## src/rtl/unshifter_pkg.sv

```systemverilog
// Shared types and constants for the unshifter block.
// Optional feature macro used by unshifter: UNSHIFTER_ZERO_BYPASS_EN.
package unshifter_pkg;

  // Default data width, shared with the shifter benches.
  localparam int unsigned UNSHIFTER_WIDTH = 4;

  typedef enum logic [1:0] {
    IDLE = 2'd0,
    ROT  = 2'd1,
    DONE = 2'd2
  } unshifter_state_t;

endpackage

```

## src/rtl/unshifter_rotl1.sv

```systemverilog
// Combinational one-position left rotate on the unshifter data feedback path.
module unshifter_rotl1
  import unshifter_pkg::*;
#(
  parameter int unsigned WIDTH = UNSHIFTER_WIDTH
) (
  input  logic [WIDTH-1:0] d,
  output logic [WIDTH-1:0] y
);

  assign y = {d[WIDTH-2:0], d[WIDTH-1]};

endmodule

```

## src/rtl/unshifter.sv

```systemverilog
// Sequential left-rotator undoing the shifter block's right rotation, one bit per cycle.
// Build option: define UNSHIFTER_ZERO_BYPASS_EN to send shift=0 words straight to DONE.
module unshifter
  import unshifter_pkg::*;
#(
  parameter int unsigned WIDTH = UNSHIFTER_WIDTH,
  parameter int unsigned SHW   = $clog2(WIDTH)
) (
  input  logic             clk,
  input  logic             rst_n,
  input  logic             in_valid,
  output logic             in_ready,
  input  logic [WIDTH-1:0] in,
  input  logic [SHW-1:0]   shift,
  output logic             out_valid,
  input  logic             out_ready,
  output logic [WIDTH-1:0] q
);

  if (WIDTH < 2 || (WIDTH & (WIDTH - 1)) != 0) begin : g_width_check
    $error("unshifter: WIDTH must be a power of two and at least 2");
  end

  unshifter_state_t state;
  logic [WIDTH-1:0] data;
  logic [WIDTH-1:0] data_rotl;
  logic [SHW-1:0]   cnt;

  unshifter_rotl1 #(.WIDTH(WIDTH)) u_rotl1 (
    .d (data),
    .y (data_rotl)
  );

  // Control, data path and registered handshake outputs.
  always_ff @(posedge clk) begin
    if (!rst_n) begin
      state     <= IDLE;
      data      <= '0;
      cnt       <= '0;
      q         <= '0;
      in_ready  <= 1'b1;
      out_valid <= 1'b0;
    end else begin
      case (state)
        IDLE: begin
          if (in_valid && in_ready) begin
            data     <= in;
            cnt      <= shift;
            in_ready <= 1'b0;
`ifdef UNSHIFTER_ZERO_BYPASS_EN
            if (shift == '0) begin
              q         <= in;
              out_valid <= 1'b1;
              state     <= DONE;
            end else begin
              state <= ROT;
            end
`else
            state    <= ROT;
`endif
          end
        end
        ROT: begin
          if (cnt != '0) begin
            data <= data_rotl;
            cnt  <= cnt - SHW'(1);
          end else begin
            q         <= data;
            out_valid <= 1'b1;
            state     <= DONE;
          end
        end
        DONE: begin
          if (out_ready) begin
            out_valid <= 1'b0;
            in_ready  <= 1'b1;
            state     <= IDLE;
          end
        end
        default: begin
          out_valid <= 1'b0;
          in_ready  <= 1'b1;
          state     <= IDLE;
        end
      endcase
    end
  end

endmodule

```

## config.mk

```make
export PLATFORM = sky130hd
export DESIGN_NAME = unshifter
export DESIGN_NICKNAME = d
export VERILOG_FILES = /design/src/rtl/unshifter_pkg.sv /design/src/rtl/unshifter_rotl1.sv /design/src/rtl/unshifter.sv
export SDC_FILE = /design/constraint.sdc
export NUM_CORES = 1
export LEC_CHECK = 0
export ABC_AREA = 1
export CAP_MARGIN = 10
export CORE_ASPECT_RATIO = 1.1
export CORE_UTILIZATION = 34
export CTS_BUF_LIST = sky130_fd_sc_hd__clkbuf_8 sky130_fd_sc_hd__clkbuf_16
export CTS_CLUSTER_DIAMETER = 120
export DETAILED_ROUTE_END_ITERATION = 10
export HOLD_SLACK_MARGIN = 0.08
export SETUP_SLACK_MARGIN = 0.15
export SLEW_MARGIN = 15
export SYNTH_ARGS = -nofsm -noshare
export SYNTH_HDL_FRONTEND = slang
export SYNTH_SLANG_ARGS = --single-unit
```

## constraint.sdc

```tcl
create_clock -name clk -period 2.5 [get_ports clk]
set_input_delay 0.375 -clock clk [delete_from_list [all_inputs] [get_ports clk]]
set_output_delay 0.375 -clock clk [all_outputs]
set_load 0.02 [all_outputs]
```

==> key figures, run 1 <==
Critical path
  • WP data arrival: 1.20 ns
  • Slowest cell on crit path: clkdlybuf4s50_1
  • Buf+Inv Stages, Crit Path: 1
  • Top Family by Delay on Critical Path: buffers and inverters
  • Worst setup SP type: flop
  • CP Capture Type: output port
  • Required @ worst endpoint: 2.12 ns
  • CP max FO: 3
  • Crit-path max cell delay: 0.61 ns
  • Worst setup path class: reg2out
  • Crit-path cells: clkdlybuf4s50_1

Clocking
  • Hold buffer count at cts: 0
  • H-tree depth: 1
  • # clock sinks: 14
  • Worst skew pair latency: 0.24 ns
  • CTS buffer count: 3
  • Clk pin slew, worst setup/hold paths: 0.06 ns
  • Resized cells post-CTS: 0
  • Clock Path Buffers: 2
  • CTS tree: built
  • Postcts setup bufs: 0
  • CTS Root Cell: clkbuf_8

Global routing
  • Largest net degree at the start of global routing: 17
  • GRT Overall Usage: 14.5%
  • First-pass GRT wire length: 2520 um
  • Number of global-route vias before repair: 618
  • Initial antenna violation count: 0
  • Gr ovfl total: 0

Timing
  • TNS Setup: 0 ns
  • # setup viols final: 0
  • Highest Clock Rate: 637 MHz
  • Slew margin rel.: 51.7%
  • Post-route setup slack: 0.930 ns
  • Clock Skews: 0.00108 ns
  • Worst slew pin tran: 0.723 ns
  • Final count of pins violating max slew: 0
  • Final Hold Vio Count: 0
  • RSZ-0062 raised after global routing: no
  • Final Cycle Share: 62.8%
  • Post-layout min period: 1.57 ns

Routing
  • Avg WL per Cell: 10.2 um
  • Iteration-0 DRC Markers: 17
  • Post-Route WL: 1500 um
  • Antenna-violating nets left: 0
  • # DRC: 0
  • Via density: 4.65
  • DRT Pass-1 Iters: 4
  • Vias post-DR: 683

Yosys
  • Mean Syn Cell Area: 7.25 sq um
  • Synth Instances: 104
  • Syn_nets: 115
  • Seq/Total Area, Yosys: 37.1%
  • Post-synthesis cell type count: 17
  • Yosys warns: 0
  • Synth cell count leaders: nand2_1, dfxtp_1, nor2_1
  • Top cells by area, synth: dfxtp_1, nand2_1, nand3_2
  • Mapped Area: 754 sq um
  • Share of the synthesized area in the top cell type: 37.1%
  • Top FF cell, synth: dfxtp_1
  • Yosys reg bits: 14
  • Number of synthesized flops with an enable pin: 0
  • Top-count cell post-synth: nand2_1
  • FFs w/ async S/R, synth: 0%
  • Cell taking the most area after synthesis: dfxtp_1

Power and ir drop
  • Maximum vdd drop: 434 uV
  • Sw Pwr: 368 uW
  • Power per cell area: 974 mW/mm^2
  • Pint: 563 uW
  • Total power: 931 uW
  • Clk pwr share: 23.8%
  • Leakage Power: 0.418 nW
  • Sequential Power Share: 36.5%
  • Sw frac: 39.5%
  • Combinational share of power: 39.7%

Cells and area
  • # fillers: 220
  • Finished layout cell area: 956 sq um
  • Ant. Diodes: 0
  • Core Util, Final: 46.8%
  • Final Net Count: 131
  • Share of cells above drive strength 1: 16.0%
  • Layout Area Growth over Synthesis: 26.7%

Flow run
  • Max Cap Viol: 0

Floorplanning
  • Core area: 0.00204 sq mm
  • Cell Rows: 17
  • Top Ports: 16
  • Die span in y: 51.4 um
  • Starting Density: 36.9%
  • Die ar.: 0.00241 sq mm
  • Die span in x: 46.9 um

Placement
  • Area post-placement: 901 sq um
  • Hpwl dp: 1070 um
  • Post-place setup slack: 1.03 ns
  • Port Buf Inserts: 15
  • Global placer's final weighted congestion: 0.791

Run status
  • Status: finished, final reports clean

Min path
  • Hold/Removal Path Class: reg2reg
## worst paths after layout
kind / startpoint / to / slack, ns / cells after the start
setup / recovery: in_ready / in_ready / 0.93 / 1
hold / removal: q[3] / q[3] / 0.47 / 2
setup reg to reg: state[0] / cnt[1] / 1.09 / 5
hold reg to reg: q[3] / q[3] / 0.47 / 2
## kinds of logic (layout without fill, tap and decap cells)
kind of cell	Yosys count	after routing	share of synthesized area [%]
flip-flops	14	14	37.1
adder cells (fa/ha/maj)	1	1	1.66
buffers and inverters	18	33	12.1
AND/OR/NAND/NOR	63	63	42.3
AO/OA/AOI/OAI	8	8	6.80
## power by group through the flow
| stage | combinational, mW | clock (mW) | sequential (mW) |
|---|---|---|---|
| after global placement | 0.361 | 0 | 0.345 |
| after CTS | 0.370 | 0.229 | 0.340 |
| after detailed placement | 0.365 | 0 | 0.345 |
| final | 0.370 | 0.221 | 0.340 |
| after global routing | 0.418 | 0.238 | 0.347 |
| after floorplan | 0.306 | 0 | 0.329 |
## routing by layer
metal,up-vias,part of all wire [%],track usage (%)
li1,357,-,-
met1,307,49,18.1
met2,15,45,22.7
met3,4,3.0,3.18
met4,0,2.3,7.14
met5,-,0,0
## stage by stage
step | hold WS, ns | std cells
after floorplan | 0.490 | 104
after global placement | 0.461 | 143
after detailed placement | 0.455 | 143
after CTS | 0.466 | 147
after global routing | 0.498 | 147
final | 0.468 | 147
## cells in the final DEF, fill, tap and decap left out, types with 2 or more instances in the layout
cell type	instances
nand2_2	3
nand3_1	8
nor2_1	13
inv_1	12
nand2_1	26
inv_2	2
clkbuf_8	4
a21oi_1	6
nand3_2	7
dfxtp_1	14
clkdlybuf4s50_1	15
nand4_1	4
## sequential cells by signal, indices dropped and copies added, names as in the netlist
name,count
data,4
q,4
cnt,2
state,2
in_ready,1
out_valid,1
## area by class of cell
class	instances	area (sq um)	area share, %
Clock buffer	4	55.1	5.76
Inverter	14	52.6	5.50
Multi-Input combinational cell	72	383	40.1
Sequential cell	14	280	29.3
Tap cell	28	35.0	3.66
Timing Repair Buffer	15	150	15.7
Power figures use the tool's default switching activity.
==> inputs of run 2 (changes only) <==
Clock period 2.5 ns to 1.47 ns, I/O delays scaled along.
==> key figures, run 2 (same netlist as run 1, synthesis figures left out) <==
Clocking
  • Postcts setup bufs: 0 (unchanged)
  • Clk pin slew, worst setup/hold paths: 0.06 ns (about the same)
  • # clock sinks: 14 (unchanged)
  • Clock Path Buffers: 2 (unchanged)
  • Worst skew pair latency: 0.24 ns (about the same)
  • Hold buffer count at cts: 0 (unchanged)
  • CTS buffer count: 3 (unchanged)
  • CTS Root Cell: clkbuf_8
  • CTS tree: built
  • H-tree depth: 1 (unchanged)

Placement
  • Global placer's final weighted congestion: 0.785 (-0.76%)
  • Port Buf Inserts: 15 (unchanged)
  • Post-place setup slack: 0.234 ns (-0.798 ns)
  • Hpwl dp: 1150 um (+7.7%)

Floorplanning
  • Starting Density: 36.9% (unchanged)
  • Die span in x: 46.9 um (unchanged)
  • Die ar.: 0.00241 sq mm (unchanged)
  • Die span in y: 51.4 um (unchanged)
  • Top Ports: 16 (unchanged)
  • Cell Rows: 17 (unchanged)
  • Core area: 0.00204 sq mm (unchanged)

Cells and area
  • Top flop regs: data x4, q x4
  • Core Util, Final: 47.2% (+0.43 points)
  • Final Net Count: 134 (+2.3%)
  • Multi-input logic area: 389 sq um (+1.6%)
  • Layout Area Growth over Synthesis: 27.9%
  • Ant. Diodes: 0 (unchanged)
  • Share of cells above drive strength 1: 19.8% (+3.9 points)
  • Most frequent cells in the layout: nand2_1, nor2_1, dfxtp_1, inv_1, clkdlybuf4s50_1
  • # fillers: 232 (+5.5%)
  • Commonest non-fill, non-tap cell in the layout: nand2_1
  • FF+latch area: 282 sq um (+0.45%)

Min path
  • Hold/Removal Path Class: reg2reg
  • Hold Path Origin: q[1]
  • Worst hold path stage count: 2 (unchanged)
  • Hold Path Sink: q[1]

Timing
  • RSZ-0062 raised after global routing: no
  • Post-layout min period: 1.19 ns
  • Worst slew pin tran: 0.324 ns (-0.400 ns)
  • Final count of pins violating max slew: 0 (unchanged)
  • Slew margin rel.: 78.4% (+27 points)
  • Post-route setup slack: 0.276 ns (-0.654 ns)
  • Highest Clock Rate: 838 MHz
  • Clock Skews: 0.00287 ns (+0.00180 ns)
  • Final Hold Vio Count: 0 (unchanged)
  • # setup viols final: 0 (unchanged)
  • Final Cycle Share: 81.2%
  • TNS Setup: 0 ns (unchanged)

Power and ir drop
  • Leakage Power: 0.448 nW (+7.2%)
  • Maximum vdd drop: 695 uV (+60%)
  • Power per cell area: 1600 mW/mm^2 (+64%)
  • Total power: 1.54 mW (+66%)

Routing
  • Iteration-0 DRC Markers: 25 (+8)
  • Antenna-violating nets left: 0 (unchanged)
  • Vias post-DR: 710 (+4.0%)
  • DRT Pass-1 Iters: 4 (unchanged)
  • Via density: 4.77 (+2.6%)
  • Post-Route WL: 1610 um (+7.0%)
  • # DRC: 0 (unchanged)
  • Avg WL per Cell: 10.8 um (+5.5%)

Critical path
  • FF-to-FF setup slack: 0.28 ns (-0.81 ns)
  • CP max FO: 14 (+11)
  • CP Capture Type: flop
  • Worst setup SP type: flop
  • FF-to-FF Start: state[1]
  • Worst setup path class: reg2reg
  • FF-to-FF End: data[2]
  • Crit-path cells: inv_2, nand2_2, nand2_1, nand2_1, nor2_1, nor2_1
  • R2R depth: 6 (+1)
  • Top Family by Delay on Critical Path: simple AND/OR/NAND/NOR gates
  • Crit-path max cell delay: 0.36 ns (-0.25 ns)
  • Required @ worst endpoint: 1.61 ns (-0.51 ns)
  • WP data arrival: 1.33 ns (+0.13 ns)
  • Buf+Inv Stages, Crit Path: 1 (unchanged)
  • Slowest cell on crit path: dfxtp_1

Global routing
  • First-pass GRT wire length: 2600 um (+3.3%)
  • Largest net degree at the start of global routing: 15 (-2)
  • Number of global-route vias before repair: 590 (-4.5%)
  • GRT Overall Usage: 15.5% (+0.98 points)
  • Gr ovfl total: 0 (unchanged)
  • Initial antenna violation count: 0 (unchanged)

Flow run
  • Max Cap Viol: 0 (unchanged)

Run status
  • Status: finished, final reports clean
run 2: cell count changes in the layout (fill, tap and decap cells not counted), sizes merged:
cell / delta
clkbuf: -1
dlygate4sd2: +6
buf: +3
clkdlybuf4s50: -6
run 2: area by class of cell:
type | count | area share, %
inverters | 14 | 5.45
well taps | 28 | 3.63
repair buffers | 18 | 17.1
multi-input cells | 72 | 40.3
flip-flops and latches | 14 | 29.2
clock buffers | 3 | 4.28
run 2: metal layers:
layer / GRT usage (%) / wire [um]
met5: 0 / 0
met1: 20.5 / 781
met3: 2.12 / 65
met4: 8.57 / 37
met2: 23.4 / 723
run 2: tightest hold or removal path: stages (launching register included):
cell	delay, ns
dfxtp_1	0.30
nand2_1	0.06
a21oi_1	0.05
run 2: stage by stage:
step	hold WS, ns	std cells	cell area, sq um
2_1_floorplan	0.443	104	754
3_3_place_gp	0.451	146	923
3_5_place_dp	0.453	146	923
4_1_cts	0.458	149	957
5_1_grt	0.485	149	965
6_report	0.453	149	965
run 2: how the worst max path moves through the flow:
stage,start,slack (ns),to,depth (start not counted)
3_3_place_gp,rst_n,0.26,out_valid,3
5_1_grt,state[1],0.17,cnt[0],6
3_5_place_dp,cnt[0],0.23,data[3],6
2_1_floorplan,cnt[0],0.34,cnt[0],6
6_report,state[1],0.28,data[2],6
4_1_cts,cnt[0],0.22,data[1],6
run 2: timing repair:
item                                    4_1_cts  5_1_grt
gates resized for setup                       6        3
pin swaps                                     0        0
endpoints found under the setup margin        6        6
endpoints found under the hold margin         0        0
run 2: power breakdown:
group / switching, mW / internal, mW
combinational: 0.399 / 0.261
sequential: 0.0958 / 0.475
clock: 0.133 / 0.181
total: 0.627 / 0.917
==> patch, RTL diff (config.mk and constraints of run 2) <==
Build with the macro `UNSHIFTER_ZERO_BYPASS_EN` defined.
--- a/src/rtl/unshifter.sv
+++ b/src/rtl/unshifter.sv
@@ -1,5 +1,7 @@
 // Sequential left-rotator undoing the shifter block's right rotation, one bit per cycle.
 // Build option: define UNSHIFTER_ZERO_BYPASS_EN to send shift=0 words straight to DONE.
+`define UNSHIFTER_ZERO_BYPASS_EN
+
 module unshifter
   import unshifter_pkg::*;
 #(
Check against the original RTL: not equivalent (Yosys sat finds a counterexample within 4 cycles, from zero or initial values and one cycle with rst_n low).
==> patch against run 2 <==
Sequential cell count did not move. Design area shrank 0.91%. Total power decreased by 10%. Wire length decreased by 11%. Worst setup slack lost 31 ps. Die area shrank 4.5%. Synthesized area down 4.6%. Largest cell class unchanged.
==> patch: results (changes against run 2) <==
yosys:
  synth_area_leaders: "dfxtp_1 (39%), nand2_1 (14%), nor2_1 (11%)"
  ys_types: 15  # -2
  synth.net_count: 126  # +9.6%
  netlist_area_sq_um: 719.4  # -4.6%
  synth-seq-area-share: 0.3896  # +0.01809
setup_path:
  r2r_end: "data[0]"
  worstPathArrival_ps: 1360  # +30 ps
  cp-startpoint: "cnt[0]"
  crit_fanout: 7  # -7
  timing.rr.start: "cnt[0]"
  critPathMaxStageDelay_ps: 340  # -20 ps
  rr_worst_depth: 8  # +2
route:
  vias: 709  # -0.14%
  dr.first_iter.drc_count: 8  # -68%
  wl_met3_microns: 49  # -25%
  wl_per_cell_microns: 8.894  # -18%
  met2WireLength_microns: 625  # -14%
layout:
  nNonClkBuffers: 16  # -2
  buf_share: 0.1571  # -0.01414
  fin_cells: 161  # +8.1%
  nClkBuffers: 4  # +1
  design_area_sq_um: 955.9  # -0.91%
  n_fill_cell: 227  # -2.2%
  multi_input_area_share: 0.3757  # -0.02772
  drive_above_1_share: 0.09023  # -0.1081
  layout.nets: 145  # +8.2%
global_routing:
  grt_pass1_wl_microns: 2304  # -11%
  grt_max_degree: 18  # +3
  grt_util_met2: 0.1808  # -0.05305
  grt_use_total: 0.1407  # -0.01390
  grt_pass1_vias: 541  # -8.3%
  use_met1: 0.2044  # -0.0007391
power_and_ir_drop:
  power_mw: 1.386  # -10%
  clkPwrFrac: 0.273  # +0.070
  power.static_leakage_nw: 0.4961  # +11%
  vdd_drop_max_mv: 0.8067  # +16%
  internal-power_mw: 0.8855  # -3.4%
min_path:
  min-delay-start: "out_valid"
status:
  status: "complete, no violations"
placement:
  placed_area_sq_um: 897.1  # -2.8%
  preCtsSetupSlack_ps: 97.52  # -136.4 ps
  dp_hpwl_microns: 1087  # -5.3%
  gp_congestion: 0.8125  # +3.5%
timing:
  skew_ps: 2.551  # -0.3218 ps
  worst_pin_slew_ps: 217.7  # -106.0 ps
  fin_hold_ws_ps: 456.9  # +3.624 ps
## patch: cell count changes after synthesis, sizes merged
cell	before	now
nand2	29	30
inv	14	20
nand3	15	5
buf	3	1
nor3b	1	0
nand3b	0	1
o21ai	1	16
a21oi	7	3
nor2	14	22
nand4	4	1
## patch: repair_timing
| item | 4_1_cts | 5_1_grt |
|---|---|---|
| cloned | 0 | 0 |
| gates resized for setup | 6 | 3 |
| setup endpoints to repair | 6 | 9 |
| pin swaps | 0 | 1 |
## patch: kinds of logic (layout without fill, tap and decap cells)
| group | after synthesis | count (layout) | share of synthesized area |
|---|---|---|---|
| adder cells (fa/ha/maj) | 1 | 1 | 0.01739 |
| AO/OA/AOI/OAI | 19 | 19 | 0.1322 |
| flip-flops | 14 | 14 | 0.3896 |
| AND/OR/NAND/NOR | 59 | 59 | 0.3357 |
| buffers and inverters | 22 | 40 | 0.1252 |
